==> config.mk <==
export PLATFORM = sky130hd
export DESIGN_NAME = branch_resolve_unit
export DESIGN_NICKNAME = d
export VERILOG_FILES = /design/src/rtl/branch_pkg.sv /design/src/rtl/branch_cond_eval.sv /design/src/rtl/branch_resolve_unit.sv
export SDC_FILE = /design/constraint.sdc
export NUM_CORES = 1
export LEC_CHECK = 0
export BUFFER_PORTS_ARGS = -buffer_cell sky130_fd_sc_hd__clkbuf_2
export CORE_ASPECT_RATIO = 2
export CORE_MARGIN = 2
export CORE_UTILIZATION = 30
export DETAILED_ROUTE_END_ITERATION = 10
export PLACE_DENSITY = 0.66
export SLEW_MARGIN = 20
export SYNTH_ARGS = -nofsm -noshare
export SYNTH_HDL_FRONTEND = slang
export SYNTH_SLANG_ARGS = --single-unit
export TNS_END_PERCENT = 30
==> constraint.sdc <==
create_clock -name clk -period 3.8 [get_ports clk]
set_input_delay 0.19 -clock clk [delete_from_list [all_inputs] [get_ports clk]]
set_output_delay 0.19 -clock clk [all_outputs]
set_load 0.02 [all_outputs]
==> src/rtl/branch_pkg.sv <==
// ---------------------------------------------------------------------------
// branch_pkg
// Shared types and constants for the decode-stage branch resolution unit.
//   ccc_t       : condition-code field encodings of B/BR instructions
//   bru_state_t : resolution state machine states
//   PC_INC      : instruction size in bytes (fall-through increment)
// ---------------------------------------------------------------------------
package branch_pkg;

  typedef enum logic [2:0] {
    NEQ    = 3'b000,
    EQ     = 3'b001,
    GT     = 3'b010,
    LT     = 3'b011,
    GTE    = 3'b100,
    LTE    = 3'b101,
    OVFL   = 3'b110,
    UNCOND = 3'b111
  } ccc_t;

  typedef enum logic [1:0] {
    IDLE   = 2'b00,
    HAZARD = 2'b01,
    DONE   = 2'b10
  } bru_state_t;

  localparam logic [15:0] PC_INC = 16'h0002;

endpackage

==> src/rtl/branch_cond_eval.sv <==
// ---------------------------------------------------------------------------
// branch_cond_eval
// Combinational condition evaluation for conditional branches.
// Ports:
//   ccc   in  [2:0] condition code field
//   flags in  [2:0] {Z,V,N} from the flag register
//   taken out       branch condition satisfied
// ---------------------------------------------------------------------------
module branch_cond_eval
  import branch_pkg::*;
(
  input  logic [2:0] ccc,
  input  logic [2:0] flags,
  output logic       taken
);

  logic z;
  logic v;
  logic n;

  assign z = flags[2];
  assign v = flags[1];
  assign n = flags[0];

  always_comb begin
    taken = 1'b0;
    case (ccc_t'(ccc))
      NEQ:     taken = ~z;
      EQ:      taken = z;
      GT:      taken = ~z & ~n;
      LT:      taken = n;
      GTE:     taken = z | ~n;
      LTE:     taken = n | z;
      OVFL:    taken = v;
      UNCOND:  taken = 1'b1;
      default: taken = 1'b0;
    endcase
  end

endmodule

==> src/rtl/branch_resolve_unit.sv <==
// ---------------------------------------------------------------------------
// branch_resolve_unit
// Decode-stage branch resolution: evaluates the branch in IF/ID, compares it
// against the fetch-time prediction, drives predictor update strobes and the
// PC redirect, and stalls on flag/register hazards. Each branch updates the
// predictor exactly once even while IF/ID is held.
// Optional feature macro: BRU_STATS_EN adds saturating statistics counters.
// Ports:
//   clk, rst_n                 clock, async active-low reset
//   enable                     pipeline advance (IF/ID loads next edge)
//   is_branch, is_br_reg       branch present / register-target branch
//   ccc, imm9, rs_data         condition, B offset, BR target
//   rs_pending, flags_pending  operand hazards
//   flags                      {Z,V,N}
//   IF_ID_PC_curr              PC of the branch
//   IF_ID_prediction           2-bit counter from fetch (bit 1 = taken)
//   IF_ID_predicted_target     target from fetch
//   actual_taken/target        resolved direction and taken target
//   wen_BHT, wen_BTB           predictor update strobes
//   update_PC, redirect_PC     fetch redirect
//   IF_ID_flush, branch_stall  squash / hold IF/ID
//   stat_branches, stat_mispredicts  (BRU_STATS_EN only)
// ---------------------------------------------------------------------------
module branch_resolve_unit
  import branch_pkg::*;
#(
  parameter int STATS_W = 16
) (
  input  logic        clk,
  input  logic        rst_n,
  input  logic        enable,
  input  logic        is_branch,
  input  logic        is_br_reg,
  input  logic [2:0]  ccc,
  input  logic [8:0]  imm9,
  input  logic [15:0] rs_data,
  input  logic        rs_pending,
  input  logic [2:0]  flags,
  input  logic        flags_pending,
  input  logic [15:0] IF_ID_PC_curr,
  input  logic [1:0]  IF_ID_prediction,
  input  logic [15:0] IF_ID_predicted_target,
  output logic        actual_taken,
  output logic [15:0] actual_target,
  output logic        wen_BHT,
  output logic        wen_BTB,
  output logic        update_PC,
  output logic [15:0] redirect_PC,
  output logic        IF_ID_flush,
  output logic        branch_stall
`ifdef BRU_STATS_EN
  ,
  output logic [STATS_W-1:0] stat_branches,
  output logic [STATS_W-1:0] stat_mispredicts
`endif
);

  if (STATS_W < 1) begin : g_bad_stats_w
    $error("STATS_W must be at least 1");
  end

  bru_state_t  state;
  logic        taken;
  logic        hazard;
  logic        resolve;
  logic        mispredicted;
  logic        miscomputed;
  logic [15:0] target;
  logic [15:0] fall_through;

  branch_cond_eval u_cond (
    .ccc   (ccc),
    .flags (flags),
    .taken (taken)
  );

  // Unconditional branches never read the flags, so only a register target
  // can stall them.
  assign hazard = is_branch &
                  ((flags_pending & (ccc != UNCOND)) | (is_br_reg & rs_pending));

  // Reset gates the combinational outputs so nothing fires while rst_n is low.
  assign resolve      = rst_n & is_branch & ~hazard & (state != DONE);
  assign branch_stall = rst_n & hazard & (state != DONE);

  assign fall_through = IF_ID_PC_curr + PC_INC;
  assign target       = is_br_reg ? rs_data
                                  : fall_through + {{6{imm9[8]}}, imm9, 1'b0};
  assign mispredicted = IF_ID_prediction[1] != taken;
  assign miscomputed  = IF_ID_predicted_target != target;

  always_comb begin
    actual_taken  = 1'b0;
    actual_target = 16'h0000;
    wen_BHT       = 1'b0;
    wen_BTB       = 1'b0;
    update_PC     = 1'b0;
    redirect_PC   = 16'h0000;
    if (resolve) begin
      actual_taken  = taken;
      actual_target = taken ? target : 16'h0000;
      wen_BHT       = mispredicted;
      wen_BTB       = taken | miscomputed;
      update_PC     = taken ? (mispredicted | miscomputed) : IF_ID_prediction[1];
      redirect_PC   = taken ? target : fall_through;
    end
  end

  assign IF_ID_flush = update_PC;

  // DONE remembers that the held IF/ID branch already updated the predictor;
  // only a pipeline advance releases it.
  always_ff @(posedge clk or negedge rst_n) begin
    if (!rst_n) begin
      state <= IDLE;
    end else begin
      case (state)
        IDLE: begin
          if (is_branch) begin
            if (hazard)       state <= HAZARD;
            else if (!enable) state <= DONE;
          end
        end
        HAZARD: begin
          if (!is_branch)   state <= IDLE;
          else if (!hazard) state <= enable ? IDLE : DONE;
        end
        DONE: begin
          if (enable) state <= IDLE;
        end
        default: state <= IDLE;
      endcase
    end
  end

`ifdef BRU_STATS_EN
  // Saturating counters: they stick at all-ones instead of wrapping.
  always_ff @(posedge clk or negedge rst_n) begin
    if (!rst_n) begin
      stat_branches    <= '0;
      stat_mispredicts <= '0;
    end else begin
      if (resolve && (stat_branches != {STATS_W{1'b1}}))
        stat_branches <= stat_branches + 1'b1;
      if (update_PC && (stat_mispredicts != {STATS_W{1'b1}}))
        stat_mispredicts <= stat_mispredicts + 1'b1;
    end
  end
`endif

endmodule
### After elaboration in Yosys (flattened, before gate mapping)

Cells that the tools add are included.

* bits in registers: 2
* word-level logic and storage cells: 59

* $add $sub $neg: 2
* equality and inequality tests: 17
* muxes and demuxes: 19
* bitwise logic cells: 17
* reductions and logical operators: 3

Operator list (count)
* 16-bit two-way mux: 5
* 16-bit adder: 1
* 16-bit by 2-bit adder with 16-bit output (second input constant): 1
* 16-bit inequality test: 1
* 2-bit two-way mux: 7
* 3-bit equality test (second input constant): 4
* 1-bit AND: 9
* 3-bit inequality test (second input constant): 3
* 1-bit case mux with 8 select lines: 1
* 3-bit by 2-bit equality test with 1-bit output (second input constant): 2
* 2-bit inequality test (second input constant): 3
* 2-bit case mux with 3 select lines: 1
* 1-bit two-way mux: 5
* 1-bit OR: 5
* 4-bit AND reduction: 1
* 3-bit by 1-bit equality test with 1-bit output (second input constant): 1
* 3-bit logical NOT: 1
* 1-bit inverter: 3
* 2-bit by 1-bit equality test with 1-bit output (second input constant): 1
* 2-bit equality test (second input constant): 1
* 2-bit logical NOT: 1
* 1-bit inequality test: 1

### Longest topological paths before layout

Gate-level depths: netlist of run 1.

* depth in word-level cells: 8
* depth in mapped cells: 17
* depth with buffers taken out: 15

### Modules after synthesis

Synthesis of run 1 repeated with hierarchy kept, for this count alone.

* cells, all modules: 269
* area total of the unflattened synthesis: 1976.9 um2

By module, submodules not included
* branch_resolve_unit: instances 1, cells an instance 258, area an instance 1900.6 um2, seq. area each 50.0 um2
* branch_cond_eval: instances 1, cells an instance 11, area an instance 76.3 um2, seq. area each 0.0 um2

### Worst setup path after synthesis of run 1

OpenSTA, ideal clock, no wires.

* path kind: input-to-output
* start: input port IF_ID_PC_curr[3]
* end: output port update_PC
* data arrival time: 3.242 ns
* required time: 3.610 ns
* slack: 0.368 ns
* stages on the path: 15
* buffers on the path: 2
* cell sequence: and4_1 -> and2_4 -> nand3_4 -> xnor2_1 -> ha_1 -> clkbuf_2 -> a21o_1 -> a21o_1 -> a21oi_1 -> a21boi_0 -> o31ai_2 -> xor2_1 -> nor4b_2 -> a311oi_1 -> buf_4

* longest elaborated chain between the ends: 7

RTL lines
* start, declared: line branch_resolve_unit.sv:40 `input logic [15:0] IF_ID_PC_curr,`
* 16-bit by 2-bit adder with 16-bit output: line branch_resolve_unit.sv:86 `assign fall_through = IF_ID_PC_curr + PC_INC;`
* 16-bit adder: line branch_resolve_unit.sv:88 `: fall_through + {{6{imm9[8]}}, imm9, 1'b0};`
* 16-bit two-way mux: line branch_resolve_unit.sv:87 `assign target = is_br_reg ? rs_data`
* 16-bit inequality test: line branch_resolve_unit.sv:90 `assign miscomputed = IF_ID_predicted_target != target;`
* 1-bit OR: line branch_resolve_unit.sv:104 `update_PC = taken ? (mispredicted | miscomputed) : IF_ID_prediction[1];`
* 1-bit two-way mux: line branch_resolve_unit.sv:104
* 1-bit two-way mux: line branch_resolve_unit.sv:99 `if (resolve) begin`
* end, declared: line branch_resolve_unit.sv:47 `output logic update_PC,`

No other way between the ends.

### Worst setup path after layout of run 1

* start: input port IF_ID_PC_curr[3]
* end: output port IF_ID_flush

* longest elaborated chain between the ends: 7

RTL lines
* 16-bit by 2-bit adder with 16-bit output: line branch_resolve_unit.sv:86
* 16-bit adder: line branch_resolve_unit.sv:88
* 16-bit two-way mux: line branch_resolve_unit.sv:87
* 16-bit inequality test: line branch_resolve_unit.sv:90
* 1-bit OR: line branch_resolve_unit.sv:104
* 1-bit two-way mux: line branch_resolve_unit.sv:104
* 1-bit two-way mux: line branch_resolve_unit.sv:99
* end, declared: line branch_resolve_unit.sv:49 `output logic IF_ID_flush,`

No other way between the ends.

==> results of run 1 <==
## path summary, 6_finish.rpt
check / start / endpoint / slack, ns / depth (start not counted)
max: IF_ID_PC_curr[3] / IF_ID_flush / 0.24 / 15
min: enable / state[1] / 0.12 / 2
max reg2reg: state[1] / state[1] / 3.01 / 2
min reg2reg: state[1] / state[0] / 0.48 / 1
max in group asynchronous: rst_n / state[0] / 3.37 / 2
min in group asynchronous: rst_n / state[1] / 0.32 / 2
## where the power goes
group	switching [W]	internal, W	leakage [nW]
logic	0.000234	0.000179	1.48
clock network	0.0000274	0.000134	0.0370
registers	0.000000847	0.0000230	0.0263
## layout make-up
cell class                      instances  area [um^2]
Inverter                               10         37.5
Multi-Input combinational cell        282         2080
Tap cell                               92          115
Fill cell                             759         4200
Clock buffer                            3         75.1
Sequential cell                         2         50.0
Timing Repair Buffer                  116          603
## cells in the final DEF (no fill, tap or decap), types with 4 or more instances in the layout
cell type  Yosys  final
a211oi_1       6      6
a21o_1        17     17
a21oi_1       19     17
and3_1         7      7
buf_4          1      7
clkbuf_2       1    108
ha_1          16     13
inv_1         10     10
mux2i_1        8      8
nand2_1       24     24
nand2b_1       8      8
nand3_1       12     12
nand4_1        4      4
nor2_1        33     32
nor2b_1        5      5
nor3_1        12     10
nor3b_1        6      6
o211ai_1       5      5
o21ai_0        6      6
o22ai_1        5      5
or3_1          4      4
xnor2_1       18     16
xor2_1        15     15
## metal layers
| layer | GRT usage, % | wire [um] | vias up |
|---|---|---|---|
| met5 | 0 | 0 | - |
| met4 | 2.25 | 59 | 0 |
| met3 | 2.35 | 702 | 7 |
| met2 | 29.7 | 3420 | 143 |
| met1 | 24.2 | 3080 | 1161 |
| li1 | - | - | 1359 |
## kinds of logic (layout without fill, tap and decap cells)
family                     Yosys count  after routing  synth area share [%]
muxes                                9              9                  4.32
and+or+nand+nor                    133            133                  33.4
adders and majority gates           17             17                  10.1
AOI/OAI and AO/OA                   88             88                  29.5
DFF                                  2              2                  2.30
buffers and inverters               25            129                  5.18
xor gates and xnor gates            35             35                  15.1
## worst max-delay path, cell delays in order
cell and delay, ns:
clkbuf_2 0.15, and4_1 0.23, and2_4 0.17, nand3_4 0.12, nor2_1 0.14, xor2_1 0.22
ha_1 0.36, nor4b_1 0.19, a221o_1 0.29, nor3b_2 0.26, xor2_1 0.24, o211ai_1 0.19
nor4b_4 0.28, a311oi_2 0.15, clkbuf_2 0.18
## metrics by stage
stage / cell area (um^2) / std cells / total power [W] / worst slack (ns)
5_1_grt: 2960 / 505 / 0.000643 / -0.000273
6_report: 2960 / 505 / 0.000599 / 0.243
4_1_cts: 2890 / 504 / 0.000585 / 0.145
2_1_floorplan: 2170 / 309 / 0.000300 / 0.368
3_5_place_dp: 2800 / 500 / 0.000421 / 0.160
3_3_place_gp: 2800 / 500 / 0.000418 / 0.196
## what timing repair did
action                     4_1_cts  5_1_grt
setup buffers                    0        1
hold buffers                     1        0
setup endpoints to repair        0        3
resized for setup                0       13
hold endpoints to repair         2        0
==> qor.json, run 1 <==
{
  "status": {
    "status": "finished, final reports clean"
  },
  "synth": {
    "asyncSetResetFlopFracSynth_pct": 100,
    "synthDominantCellAreaShare_pct": 9.21,
    "yosysWarnings": 0,
    "syn_area_um2": 2170,
    "yosysTopAreaCell": "ha_1",
    "yosys.cell_count.top_type": "nor2_1",
    "ys_ff_latch": 2,
    "gate_count_post_synth": 309,
    "synth.avg_cell_area_um2": 7.04,
    "syn-num-nets": 398,
    "synth_commonest_cells": "33 x nor2_1, 24 x nand2_1, 19 x a21oi_1, 18 x xnor2_1, 17 x a21o_1",
    "ys_seq_area_share_pct": 2.30,
    "synth_top_flop_cell": "dfrtp_1",
    "synth-edff-count": 0,
    "synth_top_cells_by_area": "ha_1 9.2%, xnor2_1 7.2%, xor2_1 6.0%, a21o_1 5.9%, nor2_1 5.7%",
    "yosysUniqueCellTypes": 64
  },
  "worst_setup_path": {
    "path_class": "in2out",
    "arrival_ns": 3.37,
    "crit_path_end_kind": "primary output",
    "critPathLaunchType": "input pin",
    "critical_path.max_fanout": 9,
    "worstPathRequired_ns": 3.61
  },
  "placement": {
    "portBuffers": 108,
    "place_congestion": 0.864,
    "place.detailed.hpwl_um": 5980
  },
  "floorplan": {
    "design.core.area_um2": 7160,
    "design.portCount": 110,
    "floorplan.die.width_um": 64.2,
    "floorplan.initialDensity_pct": 30.4,
    "die-height_um": 124,
    "floorplan.die_area_um2": 7990,
    "std_cell_rows": 44
  },
  "cts": {
    "cts-htree-levels": 1,
    "tritoncts.num_buffers": 3,
    "worst_skew_pair.late_latency_ns": 0.22,
    "cts_tree": "built",
    "cts.clk_slew.worst_paths_ns": 0.03,
    "clkSinkCount": 2,
    "clock_tree_root_buffer_cell": "clkbuf_16",
    "cts.path.max_buffers": 2
  },
  "global_routing": {
    "track_usage_pct": 17.6,
    "first_global_vias": 2536,
    "grt_max_degree": 35,
    "grt_overflow_total": 0,
    "antenna_found_initial": 0,
    "grt_first_pass_wirelength_um": 11600
  },
  "route": {
    "post-route-drc-count": 0,
    "via_count": 2670,
    "detail_route.wl_per_cell_um": 14.4,
    "remaining_antenna_violation_count": 0,
    "firstDrtPassIters": 4,
    "first_iter_violations": 239,
    "avgViaCountPerCell": 5.29,
    "finalWirelength_um": 7270
  },
  "timing": {
    "timing.final.max_slew_violations": 0,
    "setup_viol": 0,
    "finalSetupTns_ns": 0,
    "max_freq_ghz": 0.281,
    "period_share_pct": 93.6,
    "timing_worst_slew_pin_value_ns": 0.594,
    "finalClockSkew_ns": 0.0000128,
    "report.final.hold_viol_count": 0,
    "max_slew_margin_pct": 60.4,
    "min_clock_period_post_route_ns": 3.56,
    "final.hold.worst_slack_ns": 0.119
  },
  "final_layout": {
    "top_register": "state",
    "top_registers": "state: 2 flops",
    "layout_cells_sized_above_1_pct": 34.6,
    "postLayoutCoreUtil_pct": 41.3,
    "largest_reg_flops": 2,
    "area_delta_synth_final_pct": 36.0,
    "antenna-diode-count": 0,
    "nNetsFinal": 504
  },
  "worst_hold_path": {
    "hold_class": "in2reg"
  },
  "run": {
    "timing.max_cap.violations": 0
  },
  "pwr": {
    "power.density_nw_per_um2": 203,
    "vdd.ir_drop.worst_mv": 0.300,
    "p_leak_nw": 1.54
  }
}
Power figures use the tool's default switching activity.
==> run 2: changes to the inputs <==
- CAP_MARGIN: default -> 15
- clock period: 3.8 -> 3.6 ns (I/O delays scaled with it)
==> qor.json, run 2 (synthesis gave the netlist of run 1 again) <==
{
  "cts": {
    "tritoncts.num_buffers": {"value": 3, "change": "unchanged"},
    "cts-htree-levels": {"value": 1, "change": "unchanged"},
    "cts.clk_slew.worst_paths": {"value": 0.03, "unit": "ns", "change": "about the same"},
    "clkSinkCount": {"value": 2, "change": "unchanged"},
    "cts_tree": "built",
    "cts.path.max_buffers": {"value": 2, "change": "unchanged"},
    "clock_tree_root_buffer_cell": "clkbuf_16",
    "worst_skew_pair.late_latency": {"value": 0.22, "unit": "ns", "change": "about the same"}
  },
  "timing": {
    "timing_worst_slew_pin_value": {"value": 0.609, "unit": "ns", "change": "+0.0157 ns"},
    "min_clock_period_post_route_ns": 3.48,
    "max_freq_ghz": 0.288,
    "setup_viol": {"value": 0, "change": "unchanged"},
    "finalClockSkew": {"value": 0.0000377, "unit": "ns", "change": "+0.0000249 ns"},
    "timing.final.max_slew_violations": {"value": 0, "change": "unchanged"},
    "final.hold.worst_slack": {"value": 0.105, "unit": "ns", "change": "-0.0140 ns"},
    "report.final.hold_viol_count": {"value": 0, "change": "unchanged"},
    "max_slew_margin": {"value": 59.3, "unit": "%", "change": "-1.0 points"},
    "period_share_pct": 96.6
  },
  "global_routing": {
    "antenna_found_initial": {"value": 0, "change": "unchanged"},
    "grt_first_pass_wirelength": {"value": 12000, "unit": "um", "change": "+3.1%"},
    "track_usage": {"value": 17.9, "unit": "%", "change": "+0.35 points"},
    "grt_overflow_total": {"value": 0, "change": "unchanged"},
    "grt_max_degree": {"value": 35, "change": "unchanged"},
    "first_global_vias": {"value": 2595, "change": "+2.3%"}
  },
  "worst_setup_path": {
    "crit_path_end_kind": "primary output",
    "worstPathRequired": {"value": 3.42, "unit": "ns", "change": "-0.19 ns"},
    "arrival": {"value": 3.30, "unit": "ns", "change": "-0.07 ns"},
    "critPathLaunchType": "input pin",
    "path_class": "in2out",
    "critical_path.max_fanout": {"value": 4, "change": "-5"}
  },
  "floorplan": {
    "die-height": {"value": 124, "unit": "um", "change": "unchanged"},
    "design.portCount": {"value": 110, "change": "unchanged"},
    "floorplan.die_area": {"value": 7990, "unit": "um^2", "change": "unchanged"},
    "floorplan.die.width": {"value": 64.2, "unit": "um", "change": "unchanged"},
    "design.core.area": {"value": 7160, "unit": "um^2", "change": "unchanged"},
    "std_cell_rows": {"value": 44, "change": "unchanged"},
    "floorplan.initialDensity": {"value": 30.4, "unit": "%", "change": "unchanged"}
  },
  "final_layout": {
    "layout_cells_sized_above_1": {"value": 42.2, "unit": "%", "change": "+7.6 points"},
    "layout.cells.most_common_list": "107 x clkbuf_2, 31 x nor2_1, 30 x buf_4",
    "largest_reg_flops": {"value": 2, "change": "unchanged"},
    "nNetsFinal": {"value": 527, "change": "+4.6%"},
    "area_of_combinational_cells_with_multiple_inputs": {"value": 2270, "unit": "um^2", "change": "+9.2%"},
    "postLayoutCoreUtil": {"value": 46.4, "unit": "%", "change": "+5.1 points"},
    "top_registers": "state: 2 flops",
    "regArea": {"value": 50.0, "unit": "um^2", "change": "unchanged"},
    "most_common_cell_after_layout_fill_and_taps_aside": "clkbuf_2",
    "top_register": "state",
    "antenna-diode-count": {"value": 0, "change": "unchanged"},
    "nFillCells": {"value": 737, "change": "-2.9%"},
    "final_area": {"value": 3320, "unit": "um^2", "change": "+12%"},
    "area_delta_synth_final_pct": 52.7
  },
  "route": {
    "firstDrtPassIters": {"value": 4, "change": "unchanged"},
    "detail_route.wl_per_cell": {"value": 14.9, "unit": "um", "change": "+3.9%"},
    "first_iter_violations": {"value": 201, "change": "-16%"},
    "avgViaCountPerCell": {"value": 5.30, "change": "+0.23%"},
    "remaining_antenna_violation_count": {"value": 0, "change": "unchanged"},
    "via_count": {"value": 2798, "change": "+4.8%"},
    "finalWirelength": {"value": 7890, "unit": "um", "change": "+8.6%"},
    "post-route-drc-count": {"value": 0, "change": "unchanged"}
  },
  "placement": {
    "portBuffers": {"value": 108, "change": "unchanged"},
    "dpl_cell_area": {"value": 2910, "unit": "um^2", "change": "+4.0%"},
    "place.detailed.hpwl": {"value": 6060, "unit": "um", "change": "+1.2%"},
    "place_congestion": {"value": 0.857, "change": "-0.86%"}
  },
  "pwr": {
    "power.density": {"value": 211, "unit": "nW/um^2", "change": "+4.3%"},
    "vdd.ir_drop.worst": {"value": 0.339, "unit": "mV", "change": "+13%"},
    "fin_total_pwr": {"value": 0.000702, "unit": "W", "change": "+17%"},
    "p_leak": {"value": 1.69, "unit": "nW", "change": "+10%"}
  },
  "worst_hold_path": {
    "hold_class": "in2reg"
  },
  "status": {
    "status": "finished, final reports clean"
  },
  "run": {
    "timing.max_cap.violations": {"value": 0, "change": "unchanged"}
  }
}
## run 2: cell count changes in the layout (fill, tap and decap cells not counted), sizes merged
cell    before  now
clkbuf     111  110
buf          7   31
## run 2: power by group
group	internal (W)	switching, W
clock	0.000141	0.0000251
combinational	0.000237	0.000274
sequential	0.0000243	0.000000890
total	0.000402	0.000300
## run 2: layout make-up
| class | count | share of cell area (%) |
|---|---|---|
| timing repair buffer | 139 | 23.4 |
| clock buffer | 3 | 2.26 |
| multi-input combinational | 282 | 68.3 |
| tap | 92 | 3.47 |
| inverter | 10 | 1.13 |
| sequential | 2 | 1.51 |
## run 2: critical path, cell delays in order
cell	delay (ns)
clkbuf_2	0.13
and4_1	0.22
and2_4	0.17
nand2_1	0.08
nor2_4	0.12
nand2_1	0.07
xnor2_1	0.16
ha_1	0.37
nand2_1	0.10
buf_4	0.14
o21ai_0	0.17
nor3_1	0.07
mux2i_1	0.33
mux2i_1	0.26
nor3_2	0.06
nor4b_4	0.13
a311oi_2	0.30
clkbuf_2	0.21
## run 2: layer usage
layer | track usage [%] | vias to the layer above | routed length, um
li1 | - | 1400 | -
met1 | 24.7 | 1235 | 3340
met2 | 29.7 | 155 | 3770
met3 | 2.89 | 8 | 674
met4 | 2.63 | 0 | 108
met5 | 0 | - | 0
## run 2: metrics by stage
stage / std cells / setup TNS (ns) / setup WS (ns)
2_1_floorplan: 309 / 0 / 0.188
3_3_place_gp: 515 / 0 / 0.0973
3_5_place_dp: 515 / 0 / 0.0648
4_1_cts: 519 / 0 / 0.0468
5_1_grt: 528 / -0.153 / -0.0702
6_report: 528 / 0 / 0.123
## run 2: final timing paths
check,start,to,slack (ns),depth (start not counted)
hold reg to reg,state[1],state[0],0.48,1
min in group asynchronous,rst_n,state[0],0.30,2
max in group asynchronous,rst_n,state[1],3.19,2
hold / removal,enable,state[1],0.11,2
setup / recovery,IF_ID_PC_curr[5],IF_ID_flush,0.12,18
setup reg to reg,state[1],state[1],2.82,2
## run 2: what timing repair did
action,CTS,global route
hold endpoints to repair,2,0
setup buffers,0,9
resized for setup,0,43
endpoints found under the setup margin,0,3
hold buffers,1,0
==> run 3: changes to the inputs <==
- ABC_AREA: default -> 1
- PLACE_DENSITY: 0.66 -> 0.64
==> qor.json, run 3 <==
{
  "pwr": {
    "power.density": {"value": 217, "unit": "nW/um^2", "change": "+2.5%"},
    "share_comb_of_total_power": {"value": 71.4, "unit": "%", "change": "-1.3 points"},
    "p_leak": {"value": 1.99, "unit": "nW", "change": "+18%"},
    "net-switching-power": {"value": 0.000353, "unit": "W", "change": "+18%"},
    "internal_power": {"value": 0.000356, "unit": "W", "change": "-11%"},
    "fin_total_pwr": {"value": 0.000709, "unit": "W", "change": "+1.0%"},
    "switching_share": {"value": 49.8, "unit": "%", "change": "+7.1 points"},
    "vdd.ir_drop.worst": {"value": 0.219, "unit": "mV", "change": "-36%"},
    "seq_power_share": {"value": 5.0, "unit": "%", "change": "+1.4 points"},
    "p_clk_share": {"value": 23.6, "unit": "%", "change": "about the same"}
  },
  "placement": {
    "portBuffers": {"value": 108, "change": "unchanged"},
    "place.detailed.hpwl": {"value": 6830, "unit": "um", "change": "+13%"},
    "numPlacedInstances": {"value": 664, "change": "+29%"},
    "dpl_cell_area": {"value": 3020, "unit": "um^2", "change": "+3.7%"},
    "place_congestion": {"value": 0.847, "change": "-1.2%"}
  },
  "final_layout": {
    "nNetsFinal": {"value": 665, "change": "+26%"},
    "postLayoutCoreUtil": {"value": 41.8, "unit": "%", "change": "-4.6 points"},
    "largest_reg_flops": {"value": 2, "change": "unchanged"},
    "top_registers": "state: 2 flops",
    "top_register": "state",
    "nFillCells": {"value": 877, "change": "+19%"},
    "area_delta_synth_final_pct": 36.9,
    "fin_cells": {"value": 670, "change": "+27%"},
    "layout.cells.most_common_list": "153 x nand2_1, 108 x clkbuf_2, 82 x inv_1",
    "final_area": {"value": 3270, "unit": "um^2", "change": "-1.5%"},
    "antenna-diode-count": {"value": 0, "change": "unchanged"},
    "layout_cells_sized_above_1": {"value": 30.5, "unit": "%", "change": "-12 points"},
    "most_common_cell_after_layout_fill_and_taps_aside": "nand2_1"
  },
  "floorplan": {
    "std_cell_rows": {"value": 46, "change": "+4.5%"},
    "floorplan.die_area": {"value": 8740, "unit": "um^2", "change": "+9.4%"},
    "design.core.area": {"value": 7830, "unit": "um^2", "change": "+9.4%"},
    "floorplan.initialDensity": {"value": 30.5, "unit": "%", "change": "+0.13 points"},
    "floorplan.die.width": {"value": 67.1, "unit": "um", "change": "+4.5%"},
    "design.portCount": {"value": 110, "change": "unchanged"},
    "die-height": {"value": 130, "unit": "um", "change": "+4.7%"}
  },
  "worst_hold_path": {
    "hold_class": "in2reg",
    "whs_path_depth": {"value": 2, "change": "unchanged"}
  },
  "timing": {
    "timing_worst_slew_pin_value": {"value": 0.703, "unit": "ns", "change": "+0.0934 ns"},
    "min_clock_period_post_route": {"value": 3.29, "unit": "ns", "change": "-0.185 ns"},
    "max_slew_margin": {"value": 53.0, "unit": "%", "change": "-6.3 points"},
    "finalClockSkew": {"value": 0.00154, "unit": "ns", "change": "+0.00151 ns"},
    "max_freq": {"value": 0.304, "unit": "GHz", "change": "+5.6%"},
    "timing.final.max_slew_violations": {"value": 0, "change": "unchanged"},
    "period_share": {"value": 91.4, "unit": "%", "change": "-5.1 points"},
    "finalSetupTns": {"value": 0, "unit": "ns", "change": "unchanged"},
    "report.final.hold_viol_count": {"value": 0, "change": "unchanged"},
    "setup_viol": {"value": 0, "change": "unchanged"}
  },
  "status": {
    "status": "finished, final reports clean"
  },
  "worst_setup_path": {
    "critPathLaunchType": "input pin",
    "path_class": "in2out",
    "ff2ff_path_depth": {"value": 3, "change": "+1"},
    "cell_with_the_biggest_individual_delay_on_the_critical_path": "ha_1",
    "crit_path_end_kind": "primary output",
    "worstPathRequired": {"value": 3.42, "unit": "ns", "change": "about the same"},
    "arrival": {"value": 3.11, "unit": "ns", "change": "-0.19 ns"},
    "critical_path.max_fanout": {"value": 5, "change": "+1"},
    "cpPeakStageDelay": {"value": 0.37, "unit": "ns", "change": "about the same"},
    "crit_top_cell": "nand2_1"
  },
  "synth": {
    "yosys.cell_count.top_type": "nand2_1",
    "ys_ff_latch": {"value": 2, "change": "unchanged"},
    "synth_top_cells_by_area": "nand2_1 25%, inv_1 13%, nand3_1 13%, ha_1 8.4%, nor2_1 6.8%",
    "gate_count_post_synth": {"value": 463, "change": "+50%"},
    "yosysUniqueCellTypes": {"value": 38, "change": "-41%"},
    "ys_seq_area_share": {"value": 2.10, "unit": "%", "change": "-0.21 points"},
    "synth-edff-count": {"value": 0, "change": "unchanged"},
    "synth_top_flop_cell": "dfrtp_1",
    "yosysTopAreaCell": "nand2_1",
    "synthDominantCellAreaShare": {"value": 24.5, "unit": "%", "change": "+15 points"},
    "syn_area": {"value": 2390, "unit": "um^2", "change": "+9.8%"},
    "syn-num-nets": {"value": 552, "change": "+39%"},
    "asyncSetResetFlopFracSynth": {"value": 100, "unit": "%", "change": "unchanged"},
    "synth.avg_cell_area": {"value": 5.16, "unit": "um^2", "change": "-27%"},
    "synth_commonest_cells": "156 x nand2_1, 82 x inv_1, 60 x nand3_1, 43 x nor2_1, 16 x ha_1",
    "yosysWarnings": {"value": 0, "change": "unchanged"}
  },
  "cts": {
    "clkSinkCount": {"value": 2, "change": "unchanged"},
    "cts_tree": "built",
    "tritoncts.num_buffers": {"value": 3, "change": "unchanged"},
    "cts.clk_slew.worst_paths": {"value": 0.03, "unit": "ns", "change": "about the same"},
    "cts.path.max_buffers": {"value": 2, "change": "unchanged"},
    "worst_skew_pair.late_latency": {"value": 0.22, "unit": "ns", "change": "about the same"},
    "clock_tree_root_buffer_cell": "clkbuf_16",
    "cts-htree-levels": {"value": 1, "change": "unchanged"}
  },
  "run": {
    "timing.max_cap.violations": {"value": 0, "change": "unchanged"}
  },
  "route": {
    "firstDrtPassIters": {"value": 4, "change": "unchanged"},
    "avgViaCountPerCell": {"value": 4.73, "change": "-11%"},
    "finalWirelength": {"value": 8110, "unit": "um", "change": "+2.7%"},
    "detail_route.wl_per_cell": {"value": 12.1, "unit": "um", "change": "-19%"},
    "post-route-drc-count": {"value": 0, "change": "unchanged"},
    "remaining_antenna_violation_count": {"value": 0, "change": "unchanged"},
    "first_iter_violations": {"value": 163, "change": "-19%"},
    "via_count": {"value": 3169, "change": "+13%"}
  },
  "global_routing": {
    "grt_max_degree": {"value": 30, "change": "-14%"},
    "track_usage": {"value": 17.8, "unit": "%", "change": "-0.11 points"},
    "grt_overflow_total": {"value": 0, "change": "unchanged"},
    "antenna_found_initial": {"value": 0, "change": "unchanged"},
    "first_global_vias": {"value": 2819, "change": "+8.6%"},
    "grt_first_pass_wirelength": {"value": 12400, "unit": "um", "change": "+3.6%"}
  }
}
run 3: cell count changes after synthesis, sizes merged, moves of 7 or more:
cell,before,now
or2,1,10
mux2i,9,0
nor2,33,45
nand3,13,63
nor3,13,5
inv,10,88
a21o,17,0
nand2b,8,0
nor3b,7,0
nand2,24,159
and3,7,0
xnor2,19,3
a211oi,8,1
o22ai,5,12
run 3: cells by family after synthesis:
kind of cell	after synthesis	synth area share, %
compound gates	41	13.3
buf+inv	97	16.9
simple gates	294	54.1
flops	2	2.10
xor+xnor	12	4.40
fa+ha+maj	17	9.22
run 3: area by class of cell:
type	instances	area, um^2	share of cell area (%)
multi-input combinational	364	2080	63.7
timing repair buffer	117	611	18.7
inverter	88	330	10.1
tap	96	120	3.67
clock buffer	3	75.1	2.30
sequential	2	50.0	1.53
run 3: final timing paths:
check / from / slack [ns] / to
worst max-delay path: IF_ID_PC_curr[5] / 0.31 / wen_BTB
worst min-delay path: enable / 0.20 / state[1]
worst max register to register: state[0] / 2.45 / state[1]
worst min register to register: state[1] / 0.60 / state[0]
max in group asynchronous: rst_n / 3.19 / state[0]
min in group asynchronous: rst_n / 0.29 / state[1]
run 3: per-layer routing:
layer  vias to the layer above  part of all wire, %  GRT usage [%]  wire [um]
li1                       1693                    -              -          -
met1                      1347                   42           21.9       3400
met2                       119                   49           32.1       3980
met3                        10                  7.3           2.93        590
met4                         0                  1.7           3.24        134
met5                         -                    0              0          0
run 3: through the flow:
stage          hold WS (ns)  setup WS (ns)
6_report              0.201          0.308
5_1_grt               0.205        -0.0109
4_1_cts               0.204          0.196
3_5_place_dp        -0.0251          0.202
3_3_place_gp        -0.0275          0.227
2_1_floorplan        -0.116          0.578
run 3: worst max-delay path: cells and delay by family:
family        cells  cell delay (ns)
fa+ha+maj         1             0.37
xor+xnor          1             0.20
simple gates     16             1.54
buf+inv           7             0.79
run 3: power groups by stage:
stage               clock (W)  sequential [W]  combinational, W
floorplan                   0       0.0000343          0.000341
CTS                  0.000169       0.0000356          0.000485
global placement            0       0.0000351          0.000477
global route         0.000172       0.0000362          0.000567
detailed placement          0       0.0000357          0.000482
finish               0.000167       0.0000356          0.000506
run 3: repair_timing:
action,4_1_cts,5_1_grt
endpoints found under the setup margin,0,3
hold buffers,1,0
endpoints found under the hold margin,2,0
gates resized for setup,0,28
setup buffers,0,2
